## src/rtl/sdram_arb_if.sv

```systemverilog
// Bus bundle between the two requesting ports (video, CPU), the arbiter
// and the SDRAM controller command/data path. The arbiter takes the slave
// view; the environment (requesters plus controller) takes the master view.
interface sdram_arb_if;
    logic        ready;
    logic        vReq;
    logic [21:0] vA;
    logic [15:0] vQ;
    logic        vAck;
    logic        cReq;
    logic        cWr;
    logic [21:0] cA;
    logic [15:0] cD;
    logic [15:0] cQ;
    logic        cAck;
    logic        sdRd;
    logic        sdWr;
    logic        sdRfsh;
    logic [21:0] sdA;
    logic [15:0] sdD;
    logic [15:0] sdQ;

    modport slave (
        input  ready, vReq, vA, cReq, cWr, cA, cD, sdQ,
        output vQ, vAck, cQ, cAck, sdRd, sdWr, sdRfsh, sdA, sdD
    );

    modport master (
        output ready, vReq, vA, cReq, cWr, cA, cD, sdQ,
        input  vQ, vAck, cQ, cAck, sdRd, sdWr, sdRfsh, sdA, sdD
    );
endinterface

```

## src/rtl/sdram_arb.sv

```systemverilog
// Two-port SDRAM access arbiter with periodic refresh insertion.
// Each granted operation owns the controller for a fixed SLOT of cycles:
// STROBE cycles of active-low command strobe, a wait until slot end where
// read data is captured, then one ACK state whose completion pulse is
// registered and visible on the cycle after it. Refresh outranks both ports;
// the ports share the remaining bandwidth round-robin.
module sdram_arb #(
    parameter int RFSH_PERIOD = 390,
    parameter int SLOT        = 12,
    parameter int STROBE      = 2
) (
    input logic        clock,
    input logic        reset,
    sdram_arb_if.slave bus
);

    localparam int CW = $clog2(SLOT);
    localparam int TW = $clog2(RFSH_PERIOD);
    localparam logic [CW-1:0] STROBE_LAST = CW'(STROBE - 1);
    localparam logic [CW-1:0] SLOT_LAST   = CW'(SLOT - 1);
    localparam logic [TW-1:0] TIMER_LAST  = TW'(RFSH_PERIOD - 1);

    // Strobe vector bit positions: 0 = read, 1 = write, 2 = refresh.
    localparam logic [2:0] STRB_IDLE = 3'b111;
    localparam logic [2:0] STRB_RD   = 3'b110;
    localparam logic [2:0] STRB_WR   = 3'b101;
    localparam logic [2:0] STRB_RF   = 3'b011;

    typedef enum logic [1:0] {IDLE, ISSUE, WAIT, ACK} state_t;
    typedef enum logic [1:0] {OWN_V, OWN_C, OWN_R} owner_t;

    state_t          state_reg, state_next;
    owner_t          owner_reg;
    logic            op_wr_reg;
    logic [CW-1:0]   slot_cnt_reg;
    logic [TW-1:0]   timer_reg;
    logic            rfsh_pend_reg;
    logic            prio_cpu_reg;
    logic [2:0]      strb_reg;
    logic [2:0]      strb_out;
    logic [21:0]     sd_a_reg;
    logic [15:0]     sd_d_reg;
    logic [15:0]     v_q_reg;
    logic [15:0]     c_q_reg;
    logic            v_ack_reg;
    logic            c_ack_reg;

    logic            timer_end;
    logic            rfsh_want;
    logic            v_elig;
    logic            c_elig;
    logic            grant_v;
    logic            grant_c;
    logic            grant_r;
    logic            strobe_end;
    logic            slot_end;

    // An expiry this cycle counts as pending so it beats a same-cycle port
    // request. A port whose ack is showing right now is still holding its
    // request from the finished operation, so it is not eligible yet.
    assign timer_end = bus.ready && (timer_reg == TIMER_LAST);
    assign rfsh_want = rfsh_pend_reg || timer_end;
    assign v_elig    = bus.vReq && !v_ack_reg;
    assign c_elig    = bus.cReq && !c_ack_reg;

    // State register.
    always_ff @(posedge clock) begin
        if (!reset) state_reg <= IDLE;
        else        state_reg <= state_next;
    end

    // Next-state and grant decision.
    always_comb begin
        state_next = state_reg;
        grant_v    = 1'b0;
        grant_c    = 1'b0;
        grant_r    = 1'b0;
        strobe_end = 1'b0;
        slot_end   = 1'b0;
        case (state_reg)
            IDLE: begin
                if (bus.ready) begin
                    if (rfsh_want) begin
                        grant_r    = 1'b1;
                        state_next = ISSUE;
                    end else if (v_elig && (!c_elig || !prio_cpu_reg)) begin
                        grant_v    = 1'b1;
                        state_next = ISSUE;
                    end else if (c_elig) begin
                        grant_c    = 1'b1;
                        state_next = ISSUE;
                    end
                end
            end
            ISSUE: begin
                if (slot_cnt_reg == STROBE_LAST) begin
                    strobe_end = 1'b1;
                    state_next = WAIT;
                end
            end
            WAIT: begin
                if (slot_cnt_reg == SLOT_LAST) begin
                    slot_end   = 1'b1;
                    state_next = ACK;
                end
            end
            ACK:     state_next = IDLE;
            default: state_next = IDLE;
        endcase
    end

    // Datapath: refresh timer, slot counter, latched command, captured data, acks.
    always_ff @(posedge clock) begin
        if (!reset) begin
            owner_reg     <= OWN_V;
            op_wr_reg     <= 1'b0;
            slot_cnt_reg  <= '0;
            timer_reg     <= '0;
            rfsh_pend_reg <= 1'b0;
            prio_cpu_reg  <= 1'b0;
            strb_reg      <= STRB_IDLE;
            sd_a_reg      <= '0;
            sd_d_reg      <= '0;
            v_q_reg       <= '0;
            c_q_reg       <= '0;
            v_ack_reg     <= 1'b0;
            c_ack_reg     <= 1'b0;
        end else begin
            v_ack_reg <= (state_reg == ACK) && (owner_reg == OWN_V);
            c_ack_reg <= (state_reg == ACK) && (owner_reg == OWN_C);

            if (!bus.ready || timer_end) timer_reg <= '0;
            else                         timer_reg <= timer_reg + 1'b1;

            // A second expiry while already pending is simply absorbed.
            if (!bus.ready || grant_r) rfsh_pend_reg <= 1'b0;
            else if (timer_end)        rfsh_pend_reg <= 1'b1;

            if (grant_v || grant_c || grant_r) slot_cnt_reg <= '0;
            else if (state_reg != IDLE)        slot_cnt_reg <= slot_cnt_reg + 1'b1;

            // Refresh carries no address/data, so sdA/sdD keep their last value.
            if (grant_v) begin
                owner_reg    <= OWN_V;
                op_wr_reg    <= 1'b0;
                sd_a_reg     <= bus.vA;
                strb_reg     <= STRB_RD;
                prio_cpu_reg <= 1'b1;
            end else if (grant_c) begin
                owner_reg    <= OWN_C;
                op_wr_reg    <= bus.cWr;
                sd_a_reg     <= bus.cA;
                sd_d_reg     <= bus.cD;
                strb_reg     <= bus.cWr ? STRB_WR : STRB_RD;
                prio_cpu_reg <= 1'b0;
            end else if (grant_r) begin
                owner_reg    <= OWN_R;
                op_wr_reg    <= 1'b0;
                strb_reg     <= STRB_RF;
            end else if (strobe_end) begin
                strb_reg     <= STRB_IDLE;
            end

            if (slot_end && !op_wr_reg) begin
                if (owner_reg == OWN_V) v_q_reg <= bus.sdQ;
                if (owner_reg == OWN_C) c_q_reg <= bus.sdQ;
            end
        end
    end

    // Strobes are forced inactive combinationally while reset is low so an
    // aborted command never lingers into the reset cycle.
    generate
        for (genvar gi = 0; gi < 3; gi++) begin : g_strb
            assign strb_out[gi] = strb_reg[gi] | ~reset;
        end
    endgenerate

    assign bus.sdRd   = strb_out[0];
    assign bus.sdWr   = strb_out[1];
    assign bus.sdRfsh = strb_out[2];
    assign bus.sdA    = sd_a_reg;
    assign bus.sdD    = sd_d_reg;
    assign bus.vQ     = v_q_reg;
    assign bus.cQ     = c_q_reg;
    assign bus.vAck   = v_ack_reg & reset;
    assign bus.cAck   = c_ack_reg & reset;

endmodule
```

## src/flat_wrapper.sv

```systemverilog
// flat-port wrapper written by rule: the top's interface ports become plain ports
module sdram_arb_flat 
#(
    parameter int RFSH_PERIOD = 390,
    parameter int SLOT        = 12,
    parameter int STROBE      = 2
)
  (clock, reset, bus_ready, bus_vReq, bus_vA, bus_cReq, bus_cWr, bus_cA, bus_cD, bus_sdQ, bus_vQ, bus_vAck, bus_cQ, bus_cAck, bus_sdRd, bus_sdWr, bus_sdRfsh, bus_sdA, bus_sdD);
  sdram_arb_if bus_i ();
  input logic clock;
  input logic reset;
  input wire logic [$bits(bus_i.ready)-1:0] bus_ready;
  input wire logic [$bits(bus_i.vReq)-1:0] bus_vReq;
  input wire logic [$bits(bus_i.vA)-1:0] bus_vA;
  input wire logic [$bits(bus_i.cReq)-1:0] bus_cReq;
  input wire logic [$bits(bus_i.cWr)-1:0] bus_cWr;
  input wire logic [$bits(bus_i.cA)-1:0] bus_cA;
  input wire logic [$bits(bus_i.cD)-1:0] bus_cD;
  input wire logic [$bits(bus_i.sdQ)-1:0] bus_sdQ;
  output wire logic [$bits(bus_i.vQ)-1:0] bus_vQ;
  output wire logic [$bits(bus_i.vAck)-1:0] bus_vAck;
  output wire logic [$bits(bus_i.cQ)-1:0] bus_cQ;
  output wire logic [$bits(bus_i.cAck)-1:0] bus_cAck;
  output wire logic [$bits(bus_i.sdRd)-1:0] bus_sdRd;
  output wire logic [$bits(bus_i.sdWr)-1:0] bus_sdWr;
  output wire logic [$bits(bus_i.sdRfsh)-1:0] bus_sdRfsh;
  output wire logic [$bits(bus_i.sdA)-1:0] bus_sdA;
  output wire logic [$bits(bus_i.sdD)-1:0] bus_sdD;
  assign bus_i.ready = bus_ready;
  assign bus_i.vReq = bus_vReq;
  assign bus_i.vA = bus_vA;
  assign bus_i.cReq = bus_cReq;
  assign bus_i.cWr = bus_cWr;
  assign bus_i.cA = bus_cA;
  assign bus_i.cD = bus_cD;
  assign bus_i.sdQ = bus_sdQ;
  assign bus_vQ = bus_i.vQ;
  assign bus_vAck = bus_i.vAck;
  assign bus_cQ = bus_i.cQ;
  assign bus_cAck = bus_i.cAck;
  assign bus_sdRd = bus_i.sdRd;
  assign bus_sdWr = bus_i.sdWr;
  assign bus_sdRfsh = bus_i.sdRfsh;
  assign bus_sdA = bus_i.sdA;
  assign bus_sdD = bus_i.sdD;
  sdram_arb #(.RFSH_PERIOD(RFSH_PERIOD), .SLOT(SLOT), .STROBE(STROBE)) u_core (.clock(clock), .reset(reset), .bus(bus_i));
endmodule
```

## config.mk

```make
export PLATFORM = sky130hd
export DESIGN_NAME = sdram_arb_flat
export DESIGN_NICKNAME = d
export VERILOG_FILES = /design/src/rtl/sdram_arb_if.sv /design/src/rtl/sdram_arb.sv /design/src/flat_wrapper.sv
export SDC_FILE = /design/constraint.sdc
export NUM_CORES = 1
export LEC_CHECK = 0
export CORE_ASPECT_RATIO = 0.5
export CORE_UTILIZATION = 48
export DETAILED_ROUTE_END_ITERATION = 6
export PLACE_DENSITY = 0.9
export SYNTH_ARGS = -nofsm -noshare
export SYNTH_HDL_FRONTEND = slang
export SYNTH_SLANG_ARGS = --single-unit
```

## constraint.sdc

```tcl
create_clock -name clock -period 4.46 [get_ports clock]
set_clock_uncertainty 0.1 [all_clocks]
set_input_delay 0.669 -clock clock [delete_from_list [all_inputs] [get_ports clock]]
set_output_delay 0.669 -clock clock [all_outputs]
set_load 0.1 [all_outputs]
```

; ---- After elaboration in Yosys (flattened, before gate mapping)
; Index checks and enable logic that the tools add are counted.
[totals]
register_bits = 95
latch_bits = 0
ramBits = 0
rom_bits = 0
input_bits = 82
output_inout_bits = 75
memories = 0
[op_classes]
addsub = 2
multipliers = 0
div = 0
magnitude_cmp = 0
eq_ne = 11
shifts = 0
muxes = 36
bitwise = 7
n_reduce_logical = 35
[ops]
columns = op, n
row1 = two-way mux 22 bit, 2
row2 = two-way mux 1 bit, 23
row3 = two-way mux 2 bit, 7
row4 = adder 9 x 1 -> 9 bit (second input constant), 1
row5 = == test 9 bit (second input constant), 1
row6 = two-way mux 3 bit, 3
row7 = one-hot mux 2 bit (4 select lines), 1
row8 = OR reduction 2 bit, 4
row9 = logical AND 1 bit, 7
row10 = zero test 1 bit, 6
row11 = logical OR 1 bit, 6
row12 = AND reduction 2 bit, 3
row13 = nonzero test 2 bit, 3
row14 = adder 4 x 1 -> 4 bit (second input constant), 1
row15 = == test 2 x 1 -> 1 bit (second input constant), 2
row16 = == test 2 bit (second input constant), 2
row17 = == test 4 x 1 -> 1 bit (second input constant), 1
row18 = == test 4 bit (second input constant), 1
row19 = zero test 2 bit, 2
row20 = inequality test 2 x 1 -> 1 bit (second input constant), 2
row21 = inequality test 4 x 1 -> 1 bit (second input constant), 1
row22 = AND reduction 4 bit, 1
row23 = nonzero test 4 bit, 1
row24 = OR 1 bit, 3
row25 = other kinds (5), 7

; ---- Longest topological paths before layout
; Gate-level depths: netlist of run 1.
[depth]
word_depth = 12
depth_mapped = 9
ltp_nobuf = 6

; ---- Least setup slack after synthesis of run 1
; No wires, ideal clock.
[synth_path]
path_kind = input port to output port
startpoint = input reset
endpoint = output bus_cAck
arrival_time_ps = 1947
t_required_ps = 3691
path_slack_ps = 1744
path_stages = 3
path_buffers = 2
path_cell_list = clkbuf_1 -> clkbuf_1 -> and2_1
[synth_via]
elab_chain_len = 1
[synth_lines]
columns = item, line
row1 = from (decl), flat_wrapper.sv:11  ; input logic reset;
row2 = AND 1 bit, sdram_arb.sv:187  ; assign bus.cAck = c_ack_reg & reset;
row3 = to (decl), flat_wrapper.sv:23  ; output wire logic [$bits(bus_i.cAck)-1:0] bus_cAck;
; No other way between the ends.

; ---- Final worst setup path of run 1
[layout_path]
startpoint = input reset
endpoint = output bus_sdWr
[layout_via]
elab_chain_len = 2
[layout_lines]
columns = item, line
row1 = inverter 1 bit (no line), --
row2 = OR 1 bit, sdram_arb.sv:175  ; assign strb_out[gi] = strb_reg[gi] | ~reset;
row3 = to (decl), flat_wrapper.sv:25  ; output wire logic [$bits(bus_i.sdWr)-1:0] bus_sdWr;
; No other way between the ends.

==> results of run 1 <==
## cell usage in the layout (no fill, tap or decap), drive strengths merged, types with 9 or more instances in the layout
| cell | synthesis | final |
|---|---|---|
| clkdlybuf4s50 | 0 | 153 |
| dfxtp | 95 | 95 |
| nor2 | 48 | 48 |
| mux2i | 33 | 33 |
| nand2 | 29 | 29 |
| nor3 | 27 | 27 |
| and3 | 24 | 24 |
| a311o | 22 | 22 |
| nand3 | 22 | 22 |
| a21oi | 20 | 20 |
| o21ai | 18 | 18 |
| inv | 7 | 12 |
| buf | 14 | 11 |
| clkbuf | 22 | 9 |
## layer usage
metal	global-route usage [%]	vias up	wire length [um]
li1	-	1864	-
met1	30.0	1779	5030
met2	42.4	95	5370
met3	6.98	25	493
met4	10.5	0	292
met5	0	-	0
## power groups by stage
| stage | clock [mW] | combinational, mW | sequential, mW |
|---|---|---|---|
| after detailed placement | 0 | 0.891 | 0.987 |
| after global routing | 0.839 | 0.946 | 0.978 |
| final | 0.795 | 0.902 | 0.969 |
| after CTS | 0.803 | 0.901 | 0.969 |
| after global placement | 0 | 0.880 | 0.985 |
| after floorplan | 0 | 0.279 | 1.36 |
## worst max-delay path by stage
stage	start	endpoint	slack [ns]	cells past startpoint
floorplan	reset	bus_cAck	1.74	3
global placement	bus_vReq	u_core.bus.sdA[12]	1.29	6
detailed placement	bus_vReq	u_core.bus.sdA[15]	1.20	6
CTS	reset	bus_sdWr	1.53	3
global route	bus_vReq	u_core.bus.sdA[7]	1.37	6
finish	reset	bus_sdWr	1.54	3
## layout make-up
| type | count | area share (%) |
|---|---|---|
| multi-input combinational | 305 | 33.5 |
| sequential | 95 | 31.7 |
| timing repair buffer | 164 | 26.8 |
| clock buffer | 9 | 3.75 |
| tap | 112 | 2.33 |
| clock inverter | 7 | 1.38 |
| inverter | 8 | 0.500 |
## worst max-delay path: cells and delay by family
| kind | cells | cell delay (ns) |
|---|---|---|
| buffers and inverters | 2 | 1.36 |
| AND/OR/NAND/NOR | 1 | 0.11 |
## stage by stage
stage,instance area [um2],util [%]
2_1_floorplan,4140,-
3_3_place_gp,5700,69.7
3_5_place_dp,5700,69.7
4_1_cts,6000,73.5
5_1_grt,6000,73.5
6_report,6000,73.5
## cell families after synthesis
family | Yosys count | share of synthesized area [%]
buffers and inverters | 45 | 5.33
XOR/XNOR | 10 | 2.12
adder cells (fa/ha/maj) | 8 | 2.42
multiplexers | 33 | 7.99
AO/OA/AOI/OAI | 79 | 14.2
flip-flops | 95 | 46.0
AND/OR/NAND/NOR | 175 | 22.0
==> run_results.csv, run 1 <==
group,metric,value,unit
status,status,"completed",
routing,post-route-drc-count,0,
synthesis,synthesis.instances,445,
hold_path,min_to,"u_core.strb_reg[2]",
place,pre_cts_ws,1.20,ns
synthesis,leading_cell_types_by_total_area_after_synthesis,"dfxtp_1 46%, mux2i_1 8.0%, a311o_1 5.3%, nor2_1 4.4%, and3_1 3.6%",
synthesis,syn_area,4140,um2
floorplanning,floorplan.initialDensity,50.6,%
routing,routed_via_density,5.38,
floorplanning,floorplan.die.width,133,um
setup_path,cp_max_fo,19,
place,dp.final_hpwl,7.68,mm
setup_path,rr_endpoint,"u_core.bus.sdA[16]",
floorplanning,design.core.area,8170,um2
floorplanning,floorplan.rows,23,
cells_and_area,largest_register_ff_count,22,
clock_network,cts_tree,"built",
clock_network,htree_num_levels,3,
global_route,number_of_global_route_vias_before_repair,3498,
setup_path,required_arrival_time_at_the_worst_endpoint,3.69,ns
power,share_seq_of_total_power,36.4,%
routing,routed_wl,11.2,mm
timing,period_minus_slack,2.92,ns
power,net-switching-power,1.03,mW
synthesis,yosys_warnings,0,
setup_path,worst_setup_path_end_kind,"output port",
synthesis,number_of_storage_elements_in_the_synthesis_netlist,95,
timing,report.final.slew_viol_count,0,
place,routabilityCongestion,0.780,
power,leakage,2.35,nW
setup_path,critPathKind,"input port to output port",
hold_path,hold_path.class,"register to register",
hold_path,hold_start,"u_core.strb_reg[2]",
clock_network,cts_buffer_depth,2,
global_route,antenna_found_initial,0,
synthesis,synth_flop_cell,"dfxtp_1",
synthesis,ys_seq_area_share,46.0,%
clock_network,inserted_clock_buffers,9,
timing,final_critical_path_setup_slack,1.54,ns
place,place_inst,684,
power,p_per_area,444,nW/um2
synthesis,post-synth-top-count-cell,"dfxtp_1",
synthesis,syn_avg_cell_area,9.29,um2
timing,setup_viol_count_final,0,
timing,timing_hold_violations_final,0,
routing,vias,3763,
clock_network,cts_root_buf,"clkbuf_16",
synthesis,synth.top_cell.area_share,46.0,%
power,comb_power_share,33.8,%
timing,grt_setup_unrepaired,"false",
global_route,grt_remaining_overflow,0,
cells_and_area,diodes,0,
setup_path,cp_cell_sequence,"buf_2 > nand2b_1 > clkdlybuf4s50_1",
power,internal_power,1.64,mW
global_route,grt_start_max_net_pins,63,
power,post-layout-total-power,2.67,mW
cells_and_area,final_net_count,673,
synthesis,synth_cell_types,54,
place,portbufs,156,
timing,totalNegativeSetupSlack,0,ns
hold_path,min_delay_path_depth,2,
global_route,grt_util_all_layers,24.8,%
setup_path,timing.critical_path.from_type,"input port",
clock_network,post_cts_buffers,0,
clock_network,cts.clk_slew.worst_paths,0.07,ns
cells_and_area,multi_input_comb_area,2010,um2
routing,route.antenna.remaining_nets,0,
job,cap_viol_max_count,0,
timing,timing.hold.ws,0.373,ns
cells_and_area,register_area,1900,um2
synthesis,share_of_async_settable_or_async_resettable_flops_after_synthesis,0,%
timing,max_slew.worst_pin.slew,1.01,ns
setup_path,crit_path_max_incr_delay,1.15,ns
power,max_rail_drop_vdd,0.226,mV
setup_path,timing.reg2reg.worst_path_depth,7,
clock_network,post_cts_hold_buffer_count,0,
cells_and_area,layoutNonFillerInstCount,700,
floorplanning,design.portCount,157,
routing,dr.first_iter.drc_count,227,
global_route,first_pass_grt_wire_length,17.5,mm
timing,maxSlewHeadroom,32.5,%
floorplanning,design.die.area,9010,um2
synthesis,synth_edf_count,0,
clock_network,clkSinkCount,95,
cells_and_area,final_layout_size_suffix_gt1_share,6.29,%
clock_network,post_cts_resized,0,
setup_path,worst_path_max_delay_cell,"clkdlybuf4s50_1",
floorplanning,die_h,67.6,um
timing,final_min_period_over_clock_period,65.6,%
synthesis,synthesis.nets,535,
cells_and_area,fillerInstances,616,
synthesis,synth.top_cells.by_count,"95 x dfxtp_1, 48 x nor2_1, 33 x mux2i_1, 29 x nand2_1, 26 x nor3_1",
routing,drtPass1Iterations,4,
synthesis,yosysTopAreaCell,"dfxtp_1",
clock_network,clock_insertion_delay_worst_skew,0.34,ns
setup_path,reg2reg_from,"u_core.state_reg[0]",
power,power.share.switching,38.6,%
timing,timing.fmax,0.342,GHz
setup_path,critical_path_arrival,2.16,ns
setup_path,rrSetupSlack,1.66,ns
cells_and_area,area_delta_synth_final,45.2,%
routing,avgRoutedWirePerCell,16.0,um
power,share_clk_of_total_power,29.8,%
Note: power is estimated with default switching activity, not from simulation.
==> run 2, diff against run 1 <==
Settings changed: CORE_UTILIZATION 48 to 40, PLACE_DENSITY 0.9 to 0.81.
Clock period 4.46 ns to 2.4 ns, I/O delays scaled along.
==> run_results.csv, run 2 (same netlist as run 1, synthesis figures left out) <==
group,metric,value,unit
status,status,"completed",
routing,wl_met2,5.71,mm
cells_and_area,final_common_cell,"dfxtp_1",
place,routabilityCongestion,0.802,
setup_path,critPathKind,"register to register",
floorplanning,floorplan.initialDensity,42.5,%
routing,route.antenna.remaining_nets,0,
setup_path,critical-path-top-delay-family,"compound AO/OA/AOI/OAI gates",
floorplanning,floorplan.die.width,146,um
timing,maxSlewHeadroom,57.5,%
timing,grt_setup_unrepaired,"false",
setup_path,crit_buf_inv,1,
clock_network,clkSinkCount,95,
floorplanning,design.portCount,157,
power,max_rail_drop_vdd,0.441,mV
clock_network,clock_insertion_delay_worst_skew,0.34,ns
clock_network,cts_root_buf,"clkbuf_16",
setup_path,worst_setup_path_end_kind,"register",
setup_path,cp_max_fo,22,
setup_path,critical_path_arrival,2.27,ns
hold_path,hold_start,"reset",
setup_path,worst_path_max_delay_cell,"a2111oi_4",
hold_path,hold_path.class,"input port to register",
timing,report.final.slew_viol_count,0,
place,portbufs,156,
cells_and_area,area_delta_synth_final,46.2,%
timing,max_slew.worst_pin.slew,0.635,ns
routing,drtPass1Iterations,5,
routing,post-route-drc-count,0,
floorplanning,die_h,73.9,um
routing,highest_layer,"met4",
timing,timing_hold_violations_final,0,
timing,setup_viol_count_final,0,
global_route,grt_remaining_overflow,0,
clock_network,cts.clk_slew.worst_paths,0.07,ns
floorplanning,design.core.area,9730,um2
clock_network,cts_buffer_depth,2,
clock_network,inserted_clock_buffers,9,
place,place_inst,720,
timing,period_minus_slack,2.15,ns
place,dp.final_hpwl,8.22,mm
global_route,grt_start_max_net_pins,49,
routing,dr_wl_met3,497,um
cells_and_area,largest_register_ff_count,22,
cells_and_area,final_net_count,686,
cells_and_area,layout.cells.most_common_list,"95 x dfxtp_1, 88 x buf_4, 80 x clkdlybuf4s50_1, 48 x nor2_1, 33 x mux2i_1",
floorplanning,floorplan.rows,25,
global_route,antenna_found_initial,0,
cells_and_area,fillerInstances,806,
routing,detail_route.wirelength.met1,5.10,mm
timing,timing.fmax,0.466,GHz
place,pre_cts_ws,-0.111,ns
setup_path,cp_cell_sequence,"inv_1 > ha_1 > and4b_4 > a2111oi_4 > a21oi_4 > a311o_1",
routing,routed_via_density,5.32,
clock_network,htree_num_levels,3,
clock_network,post_cts_hold_buffer_count,0,
power,p_per_area,814,nW/um2
setup_path,rrSetupSlack,0.25,ns
power,leakage,2.58,nW
floorplanning,design.die.area,10800,um2
routing,avgRoutedWirePerCell,15.7,um
clock_network,post_cts_buffers,0,
setup_path,crit_path_max_incr_delay,0.42,ns
clock_network,cts_tree,"built",
setup_path,required_arrival_time_at_the_worst_endpoint,2.52,ns
routing,dr.first_iter.drc_count,306,
setup_path,timing.critical_path.from_type,"register",
global_route,number_of_global_route_vias_before_repair,3581,
timing,final_min_period_over_clock_period,89.5,%
cells_and_area,diodes,0,
cells_and_area,final_layout_size_suffix_gt1_share,20.5,%
job,cap_viol_max_count,0,
global_route,first_pass_grt_wire_length,17.8,mm
cells_and_area,layoutNonFillerInstCount,736,
routing,vias,3914,
setup_path,worstSetupStartpoint,"u_core.timer_reg[1]",
timing,final_critical_path_setup_slack,0.252,ns
setup_path,reg2reg_from,"u_core.timer_reg[1]",
global_route,grt_util_all_layers,21.0,%
routing,routed_wl,11.6,mm
## run 2: cell types whose count changed in the layout (fill, tap and decap cells not counted), moves of 4 or more
cell             previous run  this run
buf_12                      0         8
buf_4                      10        88
clkdlybuf4s50_1           153        80
inv_6                       5         0
clkinvlp_4                  0         4
## run 2: what timing repair did
item | 4_1_cts | 5_1_grt
hold endpoints to repair | 0 | 0
setup endpoints to repair | 0 | 22
resized for setup | 0 | 1
## run 2: worst paths after layout
check	cells past startpoint	endpoint
max reg2reg	6	u_core.bus.sdA[8]
min	3	u_core.state_reg[1]
min reg2reg	1	u_core.c_ack_reg
max	6	u_core.bus.sdA[8]
## run 2: where the power goes
group / switching [mW] / internal (mW) / total, mW
clock: 0.624 / 0.807 / 1.43
sequential: 0.0922 / 1.71 / 1.81
combinational: 1.17 / 0.512 / 1.68
total: 1.89 / 3.03 / 4.92
## run 2: metrics by stage
stage	setup TNS, ns	utilization [%]	power, mW	cell area (um2)	hold WS, ns
6_report	0	62.2	4.92	6050	0.342
3_5_place_dp	-1.64	59.0	3.51	5740	0.357
4_1_cts	0	62.1	4.94	6040	0.337
5_1_grt	0	62.2	5.10	6050	0.365
2_1_floorplan	0	-	3.04	4140	0.326
3_3_place_gp	-2.30	59.0	3.49	5740	0.341
## run 2: worst reg2reg max path: cells and delay by family (launching register included)
kind / cells / cell delay, ns
DFF: 1 / 0.40
buffers and inverters: 1 / 0.06
AOI/OAI and AO/OA: 3 / 1.04
adders and majority gates: 1 / 0.19
and+or+nand+nor: 1 / 0.25
## run 2: cell type report
class,count,area [um2],area share [%]
Multi-Input combinational cell,305,2020,33.4
Sequential cell,95,1900,31.5
Timing Repair Buffer,177,1630,26.9
Clock buffer,9,225,3.72
Tap cell,135,169,2.79
Clock inverter,7,73.8,1.22
Inverter,8,30.0,0.497
## run 2: layer usage
| layer | up-vias | track usage, % |
|---|---|---|
| li1 | 1899 | - |
| met1 | 1882 | 25.8 |
| met2 | 112 | 36.1 |
| met3 | 21 | 4.53 |
| met4 | 0 | 8.89 |
| met5 | - | 0 |
==> run 3, diff against run 2 <==
Settings changed: CAP_MARGIN from default to 25.
==> run_results.csv, run 3 (same netlist as run 1, synthesis figures left out) <==
group,metric,value,unit
status,status,"completed",
power,max_rail_drop_vdd,0.440,mV
global_route,grt_most_used_layer,"met2",
setup_path,timing.critical_path.from_type,"register",
cells_and_area,final_net_count,687,
hold_path,hold_path.class,"input port to register",
cells_and_area,final_layout_size_suffix_gt1_share,20.6,%
routing,routed_wl,11.5,mm
timing,timing_hold_violations_final,0,
clock_network,clock_insertion_delay_worst_skew,0.34,ns
setup_path,cp_max_fo,19,
global_route,antenna_found_initial,0,
routing,drtPass1Iterations,5,
timing,timing.hold.ws,0.351,ns
hold_path,hold_start,"reset",
place,dp.final_hpwl,8.22,mm
cells_and_area,layout.cells.most_common_list,"95 x dfxtp_1, 88 x buf_4, 80 x clkdlybuf4s50_1, 48 x nor2_1, 33 x mux2i_1",
setup_path,crit_path_max_incr_delay,0.40,ns
global_route,number_of_global_route_vias_before_repair,3581,
clock_network,clkSinkCount,95,
timing,grt_setup_unrepaired,"false",
cells_and_area,layoutNonFillerInstCount,737,
clock_network,cts_root_buf,"clkbuf_16",
setup_path,cp_cell_sequence,"inv_1 > ha_1 > and4b_4 > a2111oi_4 > a21oi_2 > buf_8 > a311o_1",
floorplanning,floorplan.rows,25,
routing,post-route-drc-count,0,
hold_path,min_delay_path_depth,3,
floorplanning,design.portCount,157,
timing,maxSlewHeadroom,65.0,%
timing,max_slew.worst_pin.slew,0.524,ns
setup_path,worstSetupStartpoint,"u_core.timer_reg[1]",
clock_network,htree_num_levels,3,
setup_path,reg2reg_from,"u_core.timer_reg[1]",
timing,period_minus_slack,2.17,ns
clock_network,cts_buffer_depth,2,
cells_and_area,register_area,1900,um2
timing,setup_viol_count_final,0,
hold_path,min_to,"u_core.state_reg[1]",
setup_path,critical_path_arrival,2.29,ns
cells_and_area,largest_register_ff_count,22,
clock_network,inserted_clock_buffers,9,
cells_and_area,final_common_cell,"dfxtp_1",
routing,route.antenna.remaining_nets,0,
routing,avgRoutedWirePerCell,15.6,um
global_route,grt.met3_usage,4.53,%
global_route,grt_util_all_layers,21.0,%
place,place_inst,720,
place,portbufs,156,
clock_network,post_cts_resized,0,
setup_path,required_arrival_time_at_the_worst_endpoint,2.52,ns
setup_path,timing.reg2reg.worst_path_depth,7,
timing,report.final.slew_viol_count,0,
setup_path,worst_setup_path_end_kind,"register",
timing,final_critical_path_setup_slack,0.231,ns
setup_path,rr_endpoint,"u_core.bus.sdA[8]",
place,place_area,5740,um2
cells_and_area,finalCoreUtilization,62.2,%
timing,final_min_period_over_clock_period,90.4,%
setup_path,worst_path_max_delay_cell,"dfxtp_1",
power,post-layout-total-power,4.93,mW
global_route,global_route.usage.met1,25.8,%
cells_and_area,area_delta_synth_final,46.4,%
timing,timing.fmax,0.461,GHz
power,leakage,2.58,nW
floorplanning,design.die.area,10800,um2
setup_path,critPathKind,"register to register",
cells_and_area,fillerInstances,802,
job,cap_viol_max_count,0,
clock_network,cts_tree,"built",
timing,totalNegativeSetupSlack,0,ns
clock_network,post_cts_hold_buffer_count,0,
floorplanning,die_h,73.9,um
floorplanning,floorplan.die.width,146,um
global_route,met2_track_demand_over_resource,36.1,%
setup_path,rrSetupSlack,0.23,ns
floorplanning,design.core.area,9730,um2
place,routabilityCongestion,0.802,
clock_network,cts.clk_slew.worst_paths,0.07,ns
cells_and_area,diodes,0,
clock_network,post_cts_buffers,0,
place,pre_cts_ws,-0.111,ns
cells_and_area,multi_input_comb_area,2010,um2
routing,routed_via_density,5.28,
floorplanning,floorplan.initialDensity,42.5,%
global_route,grt_start_max_net_pins,49,
global_route,first_pass_grt_wire_length,17.8,mm
routing,dr.first_iter.drc_count,310,
routing,vias,3888,
power,p_per_area,815,nW/um2
cells_and_area,fin_area,6050,um2
global_route,grt_remaining_overflow,0,
==> run 3: cell type report <==
class / instances / area share (%)
Tap cell: 135 / 2.79
Clock inverter: 7 / 1.22
Timing Repair Buffer: 178 / 27.1
Multi-Input combinational cell: 305 / 33.3
Sequential cell: 95 / 31.4
Inverter: 8 / 0.496
Clock buffer: 9 / 3.72
==> run 3: worst max path at each step <==
stage	endpoint	slack, ns	cells after the start
after detailed placement	u_core.bus.sdA[8]	-0.11	5
after floorplan	bus_cAck	0.30	3
after global routing	u_core.bus.sdA[8]	0.07	7
after CTS	u_core.bus.sdA[8]	0.10	6
final	u_core.bus.sdA[8]	0.23	7
after global placement	u_core.bus.sdA[15]	-0.11	5
==> run 3: power breakdown <==
group          switching, mW  internal, mW
logic                   1.17         0.523
clock network          0.625         0.807
registers             0.0920          1.71
total                   1.89          3.04
==> run 3: worst max-delay path, delay by kind of cell (launching register included) <==
| kind | cells | cell delay (ns) |
|---|---|---|
| AND/OR/NAND/NOR | 1 | 0.25 |
| flip-flops | 1 | 0.40 |
| buffers and inverters | 2 | 0.24 |
| adder cells (fa/ha/maj) | 1 | 0.18 |
| AO/OA/AOI/OAI | 3 | 0.87 |
==> run 3: layer usage <==
| metal | part of all wire (%) | routed length [um] |
|---|---|---|
| met1 | 45 | 5200 |
| met5 | 0 | 0 |
| met4 | 2.0 | 232 |
| met2 | 49 | 5660 |
| met3 | 3.8 | 434 |
